--- src/rtl/pc_sequencer_if.sv ---
// pc_sequencer_if
//   Instruction-fetch request bus between the PC sequencer and instruction memory.
//   The sequencer presents a fetch address with a valid flag. The memory answers
//   with ready when it accepts that address in the current cycle.
// Signals
//   pc         fetch word address, driven by the sequencer
//   pc_valid   pc is a live fetch request, driven by the sequencer
//   imem_ready memory accepts pc this cycle, driven by the memory
// Modports
//   master  sequencer side
//   slave   instruction-memory side
interface pc_sequencer_if;
  logic [31:0] pc;
  logic        pc_valid;
  logic        imem_ready;

  modport master (output pc, output pc_valid, input imem_ready);
  modport slave  (input pc, input pc_valid, output imem_ready);
endinterface

--- src/rtl/pc_sequencer.sv ---
// pc_sequencer
//   Owns the KGP-RISC fetch-stage program counter. On each cycle it chooses the
//   next PC from three sources, in this order: jump-register target, branch
//   target, and word increment. The run state is held in a three-state FSM
//   (IDLE, RUN, HALT). A fetch is accepted when the valid/ready handshake
//   completes, and each accepted fetch is counted for performance debug.
// Parameters
//   RESET_PC    PC loaded on reset and on start
//   IMEM_DEPTH  instruction memory depth in words (bound check only)
//   CNT_W       width of fetch_count
// Optional feature
//   PC_BOUND_CHECK_EN  when this macro is defined, a candidate next PC at or
//                      beyond IMEM_DEPTH halts the sequencer and raises fault.
// Ports
//   clk, rst     rising-edge clock, synchronous active-high reset
//   start        pulse that starts execution from RESET_PC (IDLE/HALT only)
//   stall        freezes pc, state and count; redirects are ignored
//   br_*, jr_*   branch / jump redirect requests and their targets
//   halt_req     halt instruction decoded
//   imem         fetch bus (pc, pc_valid out; imem_ready in)
//   npc          pc + 1, combinational
//   halted       FSM is in HALT
//   fault        out-of-range PC detected (0 when bound check is disabled)
//   fetch_count  number of accepted fetches, wraps
module pc_sequencer #(
  parameter logic [31:0] RESET_PC   = 32'h0000_0000,
  parameter int          IMEM_DEPTH = 1024,
  parameter int          CNT_W      = 32
) (
  input  logic             clk,
  input  logic             rst,
  input  logic             start,
  input  logic             stall,
  input  logic             br_taken,
  input  logic [31:0]      br_target,
  input  logic             jr_taken,
  input  logic [31:0]      jr_target,
  input  logic             halt_req,
  pc_sequencer_if.master   imem,
  output logic [31:0]      npc,
  output logic             halted,
  output logic             fault,
  output logic [CNT_W-1:0] fetch_count
);

  typedef enum logic [1:0] {IDLE, RUN, HALT} state_t;

  state_t           state, state_n;
  logic [31:0]      pc_q, pc_n;
  logic [CNT_W-1:0] cnt_n;
  logic             fault_q, fault_n;
  logic [31:0]      cand;
  logic             adv;
  logic             bound_hit;

  assign imem.pc       = pc_q;
  assign imem.pc_valid = (state == RUN);
  assign npc           = pc_q + 32'd1;
  assign halted        = (state == HALT);
  assign fault         = fault_q;
  assign adv           = imem.pc_valid & imem.imem_ready & ~stall;

  // Candidate next PC when running unstalled. A redirect wins over the
  // increment even if the handshake completes in the same cycle.
  always_comb begin
    cand = pc_q;
    if (jr_taken)      cand = jr_target;
    else if (br_taken) cand = br_target;
    else if (adv)      cand = npc;
  end

`ifdef PC_BOUND_CHECK_EN
  localparam logic [31:0] DEPTH_W = 32'(IMEM_DEPTH);
  assign bound_hit = (cand >= DEPTH_W);
`else
  logic unused_depth;
  assign unused_depth = ^IMEM_DEPTH;
  assign bound_hit    = 1'b0;
`endif

  // Next-state logic. halt_req takes priority over everything in RUN. An
  // out-of-range candidate halts with pc held and drops the fetch count, so
  // the PC never leaves the legal instruction memory range.
  always_comb begin
    state_n = state;
    pc_n    = pc_q;
    cnt_n   = fetch_count;
    fault_n = fault_q;
    case (state)
      IDLE: begin
        if (start) begin
          state_n = RUN;
          pc_n    = RESET_PC;
        end
      end
      RUN: begin
        if (!stall) begin
          if (halt_req) begin
            state_n = HALT;
          end else if (bound_hit) begin
            state_n = HALT;
            fault_n = 1'b1;
          end else begin
            pc_n = cand;
            if (adv) cnt_n = fetch_count + CNT_W'(1);
          end
        end
      end
      HALT: begin
        if (start) begin
          state_n = RUN;
          pc_n    = RESET_PC;
          fault_n = 1'b0;
        end
      end
      default: state_n = IDLE;
    endcase
  end

  // State register. rst overrides every other input.
  always_ff @(posedge clk) begin
    if (rst) begin
      state       <= IDLE;
      pc_q        <= RESET_PC;
      fetch_count <= '0;
      fault_q     <= 1'b0;
    end else begin
      state       <= state_n;
      pc_q        <= pc_n;
      fetch_count <= cnt_n;
      fault_q     <= fault_n;
    end
  end

endmodule

--- src/flat_wrapper.sv ---
// flat-port wrapper written by rule: the top's interface ports become plain ports
module pc_sequencer_flat 
#(
  parameter logic [31:0] RESET_PC   = 32'h0000_0000,
  parameter int          IMEM_DEPTH = 1024,
  parameter int          CNT_W      = 32
)
  (clk, rst, start, stall, br_taken, br_target, jr_taken, jr_target, halt_req, npc, halted, fault, fetch_count, imem_pc, imem_pc_valid, imem_imem_ready);
  pc_sequencer_if imem_i ();
  input  logic clk;
  input  logic rst;
  input  logic start;
  input  logic stall;
  input  logic br_taken;
  input  logic [31:0] br_target;
  input  logic jr_taken;
  input  logic [31:0] jr_target;
  input  logic halt_req;
  output logic [31:0] npc;
  output logic halted;
  output logic fault;
  output logic [CNT_W-1:0] fetch_count;
  output wire logic [$bits(imem_i.pc)-1:0] imem_pc;
  output wire logic [$bits(imem_i.pc_valid)-1:0] imem_pc_valid;
  input wire logic [$bits(imem_i.imem_ready)-1:0] imem_imem_ready;
  assign imem_pc = imem_i.pc;
  assign imem_pc_valid = imem_i.pc_valid;
  assign imem_i.imem_ready = imem_imem_ready;
  pc_sequencer #(.RESET_PC(RESET_PC), .IMEM_DEPTH(IMEM_DEPTH), .CNT_W(CNT_W)) u_core (.clk(clk), .rst(rst), .start(start), .stall(stall), .br_taken(br_taken), .br_target(br_target), .jr_taken(jr_taken), .jr_target(jr_target), .halt_req(halt_req), .imem(imem_i), .npc(npc), .halted(halted), .fault(fault), .fetch_count(fetch_count));
endmodule
--- config.mk ---
export PLATFORM = sky130hd
export DESIGN_NAME = pc_sequencer_flat
export DESIGN_NICKNAME = d
export VERILOG_FILES = /design/src/rtl/pc_sequencer_if.sv /design/src/rtl/pc_sequencer.sv /design/src/flat_wrapper.sv
export SDC_FILE = /design/constraint.sdc
export NUM_CORES = 1
export LEC_CHECK = 0
export ABC_AREA = 1
export CORE_UTILIZATION = 41
export CTS_CLUSTER_SIZE = 14
export DETAILED_ROUTE_END_ITERATION = 10
export PLACE_DENSITY_LB_ADDON = 0.15
export SLEW_MARGIN = 20
export SYNTH_ARGS = -nofsm -noshare
export SYNTH_HDL_FRONTEND = slang
export SYNTH_SLANG_ARGS = --single-unit
--- constraint.sdc ---
create_clock -name clk -period 1.6 [get_ports clk]
set_input_delay 0.32 -clock clk [delete_from_list [all_inputs] [get_ports clk]]
set_output_delay 0.32 -clock clk [all_outputs]
set_load 0.02 [all_outputs]
Word-level counts from Yosys, hierarchy flattened. Index checks and enable logic that the tools add are counted.

Bits of input ports: 72. Output and inout bits: 99. Register bits after elaboration: 66. Logic and storage cells: 33.

Equality and inequality tests: 7. Reduce and logical (&&, ||, !) cells: 6. Bitwise gates (word level): 4. Muxes and demuxes: 11. Add/sub/neg operators: 2.

Operators by type and width (count): 32-bit 2-to-1 mux (6); 32-bit by 1-bit adder with 32-bit output (second input constant) (2); 32-bit one-hot mux with 2 select lines (1); 2-bit 2-to-1 mux (3); 2-bit != test (second input constant) (3); 5-bit AND reduction (1); 4-bit != test (second input constant) (1); 2-bit one-hot mux with 2 select lines (1); 4-bit AND reduction (1); 3-bit AND reduction (1); 1-bit AND (2); 2-bit by 1-bit == test with 1-bit output (second input constant) (1); 2-bit == test (second input constant) (1); 2-bit zero test (1); 2-bit by 1-bit != test with 1-bit output (second input constant) (1); 1-bit inverter (2); 2-bit nonzero test (1); 2-bit OR reduction (1).

Longest topological paths before layout.
Word-level depth: 9. Depth in mapped cells: 12. Gate-level depth less buffers: 12.

Worst setup path before layout. Ideal clock, no wire load.

Kind: flip-flop to flip-flop. Start point: register u_core.pc_q[1], in the netlist u_core.imem.pc[1]. End point: register u_core.pc_q[14], in the netlist u_core.imem.pc[14]. Setup time: 0.070 ns. Period minus slack after synthesis: 1.956 ns. Arrival: 1.886 ns. Path buffers: 0. Data required time: 1.530 ns. Setup slack: -0.356 ns. Stages on the path, launching flop included: 11. Cells stage by stage: dfxtp_1 > ha_1 > nand2_1 > nor2_1 > nand2_1 > nor2_4 > xor2_1 > nand2_1 > nand2_1 > nand3_1 > a21oi_1.

Word-level cells in the longest chain between the ends: 7.

Ends and longest elaborated chain: from (decl) (line pc_sequencer.sv:49) `logic [31:0] pc_q, pc_n;`; from (signal assigned) (line pc_sequencer.sv:129) `pc_q <= pc_n;`; 32-bit by 1-bit adder with 32-bit output (line pc_sequencer.sv:58) `assign npc = pc_q + 32'd1;`; via npc[14] (line flat_wrapper.sv:19) `output logic [31:0] npc;`; 32-bit 2-to-1 mux (line pc_sequencer.sv:69) `else if (adv) cand = npc;`; 32-bit 2-to-1 mux (line pc_sequencer.sv:68) `else if (br_taken) cand = br_target;`; 32-bit 2-to-1 mux (line pc_sequencer.sv:67) `if (jr_taken) cand = jr_target;`; 32-bit 2-to-1 mux (line pc_sequencer.sv:98) `if (halt_req) begin`; 32-bit 2-to-1 mux (line pc_sequencer.sv:97) `if (!stall) begin`; 32-bit one-hot mux with 2 select lines (line pc_sequencer.sv:89) `case (state)`.

The timed path passes the listed nets, and every way through them passes these cells. The select of a mux whose other input is x is not followed. A chain may end at the register's enable or synchronous reset.

Worst setup path after layout.
Start point: register u_core.pc_q[6], in the netlist u_core.imem.pc[6]. End point: output port npc[23].

Word-level cells in the longest chain between the ends: 1.

Ends and longest elaborated chain (line): 32-bit by 1-bit adder with 32-bit output (pc_sequencer.sv:58); to (decl) (flat_wrapper.sv:19).

No other way between the ends.

==> flow_metrics.tcl <==
set metrics [dict create \
    startpoint_type "flip-flop" \
    p_per_area_nw_per_um2 536.8 \
    dr.pass1.iters 5 \
    synth_top_area_cell "dfxtp_1" \
    boundaryPins 171 \
    clock_sinks 66 \
    synth-xor-area-share_pct 4.217 \
    grt_usage_pct 27.65 \
    synthSimpleGateAreaFrac_pct 47.88 \
    start_util_pct 42.02 \
    min_from "halt_req" \
    synth-adder-area-share_pct 0.5238 \
    routed_wl_mm 19.05 \
    syn-num-nets 911 \
    ys_ff_latch 66 \
    cts_root_buf "clkbuf_16" \
    place_inst 1237 \
    critPathRequiredTime_ps 1280 \
    dp_hpwl_mm 12.70 \
    portBuffers 169 \
    die-area_um2 12090 \
    grt_pass1_wl_mm 25.83 \
    hold_ws_ps 323.9 \
    fin_nets 1208 \
    cts_buffers 9 \
    pwr-share-comb_pct 23.6 \
    setup_viol 59 \
    hold_class "input port to flip-flop" \
    violations "setup timing" \
    synth.top_cell.area_share_pct 27.66 \
    worstPathArrival_ps 1710 \
    synthesis.instances 837 \
    grt_pass1_vias 5561 \
    rsz0062_at_grt "true" \
    grt_max_degree 33 \
    power_frac_clock_pct 40.1 \
    end_kind "output port" \
    holdPathEnd "u_core.state[1]" \
    clock.fmax_ghz 0.4923 \
    die_x_um 109.9 \
    vias 6520 \
    seq_area_frac_synth_pct 27.66 \
    clock_latency_ps 330 \
    num_rows 39 \
    dp_worst_setup_slack_ps -610.5 \
    cts_max_path_buffers 2 \
    fin_crit_sh_pct 127.0 \
    clk_pin_slew_ps 60 \
    swShare_pct 29.95 \
    fill_cells 825 \
    viasPerCell 5.086 \
    worst_pin_slew_ps 531.9 \
    fin_cells 1282 \
    finalPower_mw 4.719 \
    r2r_end "u_core.imem.pc[6]" \
    diodes 0 \
    leakage_nw 4.070 \
    critical_path_class "flip-flop to output port" \
    skew_ps 6.725 \
    yosys_warnings 0 \
    netlist_area_um2 4777 \
    synth_top_family_by_area "simple AND/OR/NAND/NOR gates" \
    reg2reg_from "u_core.imem.pc[1]" \
    holdBufCountCts 0 \
    final-max-slew-violation-count 0 \
    max-cap-violations 0 \
    synth_compound_area_share_pct 11.50 \
    syn_avg_cell_area_um2 5.707 \
    ir_drop_v 0.0004218 \
    layout_min_cycle_time_ps 2031 \
    ant_nets 0 \
    slew_headroom_pct 64.50 \
    cts_tree "built" \
    gp_congestion 0.8816 \
    yosysUniqueCellTypes 35 \
    p_sw_mw 1.413 \
    reg2reg_depth 11 \
    async_flop_share_pct 0 \
    drt_iter0_drc 385 \
    drive_above_1_share_pct 34.59 \
    synth-edff-count 0 \
    synthTopCellsByArea "dfxtp_1, nand2_1, nor2_1" \
    p_int_mw 3.305 \
    rrSetupSlack_ps -170 \
    syn2layout_area_growth_pct 84.02 \
    synthMuxAreaShare_pct 0 \
    htreeDepth 3 \
    worst-path-max-fanout 7 \
    synth_commonest_cells "nand2_1, nor2_1, inv_1" \
    synth_most_common_cell "nand2_1" \
    die_height_um 109.9 \
    antenna_found_initial 0 \
    seq_power_share_pct 36.3 \
    status "finished with violations" \
    final_hold_viol_count 0 \
    synthFlopType "dfxtp_1" \
    core_area_um2 11370 \
    setup_ws_ps -431.3 \
    holdPathStages 3 \
    wl_per_cell_um 14.86 \
    drcViolationCount 0 \
    gr-total-overflow 0 \
]
==> layer usage <==
| metal | wire (µm) | global-route usage [%] |
|---|---|---|
| met4 | 508 | 7.619 |
| met3 | 1482 | 5.868 |
| met1 | 7532 | 32.16 |
| met5 | 0 | 0 |
| met2 | 9522 | 50.63 |
==> critical path: stages (launching register included) <==
cell	delay, ps
dfxtp_4	360
nand2_2	70
nor2_2	170
nand2_4	140
nor2_4	250
nand2_1	100
nand2_2	90
nand2_2	60
buf_6	120
==> logic make-up after synthesis <==
family / Yosys count
AO/OA/AOI/OAI: 105
XOR/XNOR: 23
adder cells (fa/ha/maj): 2
buffers and inverters: 99
flip-flops: 66
other: 1
AND/OR/NAND/NOR: 541
==> cell type report <==
type	instances	area (µm²)	share of cell area, %
Inverter	69	264.0	3.003
Clock buffer	10	239.0	2.718
Timing Repair Buffer	316	2888	32.85
Multi-Input combinational cell	672	3814	43.38
Clock inverter	6	42.54	0.4839
Sequential cell	66	1365	15.53
Tap cell	143	178.9	2.035
==> power groups by stage <==
stage	clock, mW	sequential [mW]	combinational [mW]
3_5_place_dp	0	1.75	0.968
3_3_place_gp	0	1.74	0.962
5_1_grt	2.00	1.72	1.19
4_1_cts	1.89	1.71	0.958
6_report	1.89	1.71	1.11
2_1_floorplan	0	1.80	0.411
==> layout by cell type, fill, tap and decap left out, types with 6 or more instances in the layout <==
master,n
nor3_1,6
nand2_1,275
clkbuf_16,11
nand3_2,12
a21oi_2,17
clkdlybuf4s50_1,66
o21ai_1,16
nand2_2,47
dfxtp_2,20
o21ai_0,18
a21oi_1,46
nand3_1,29
inv_1,63
buf_6,34
nor3_2,6
nand2_4,13
buf_4,132
nor2_2,21
buf_12,7
nor2_1,91
xor2_1,12
nor2_4,17
dlygate4sd2_1,64
dfxtp_1,41
==> repair_timing <==
action	in CTS	in global routing
pin swaps	31	68
setup buffers	7	18
cloned	0	4
endpoints found under the setup margin	134	83
resized for setup	288	173
==> worst max path at each step <==
stage,startpoint,end,depth (start not counted)
2_1_floorplan,u_core.imem.pc[0],npc[26],8
3_3_place_gp,u_core.imem.pc[0],npc[24],8
3_5_place_dp,u_core.imem.pc[0],npc[24],8
4_1_cts,u_core.imem.pc[1],npc[22],10
5_1_grt,u_core.imem.pc[11],npc[24],8
6_report,u_core.imem.pc[6],npc[23],8
==> flip-flops by register name (all words and copies together), names as in the netlist <==
register / count
u_core.fetch_count: 32
u_core.imem.pc: 32
u_core.state: 2
==> metrics by stage <==
| step | area [µm²] | util, % | setup TNS, ps |
|---|---|---|---|
| floorplan | 4923 | - | -167.8 |
| global placement | 7590 | 66.75 | -27920 |
| detailed placement | 7590 | 66.75 | -30200 |
| CTS | 8006 | 70.42 | -9089 |
| global route | 8791 | 77.32 | -17240 |
| finish | 8791 | 77.32 | -11730 |
No activity file was read; power rests on OpenSTA's default activity.
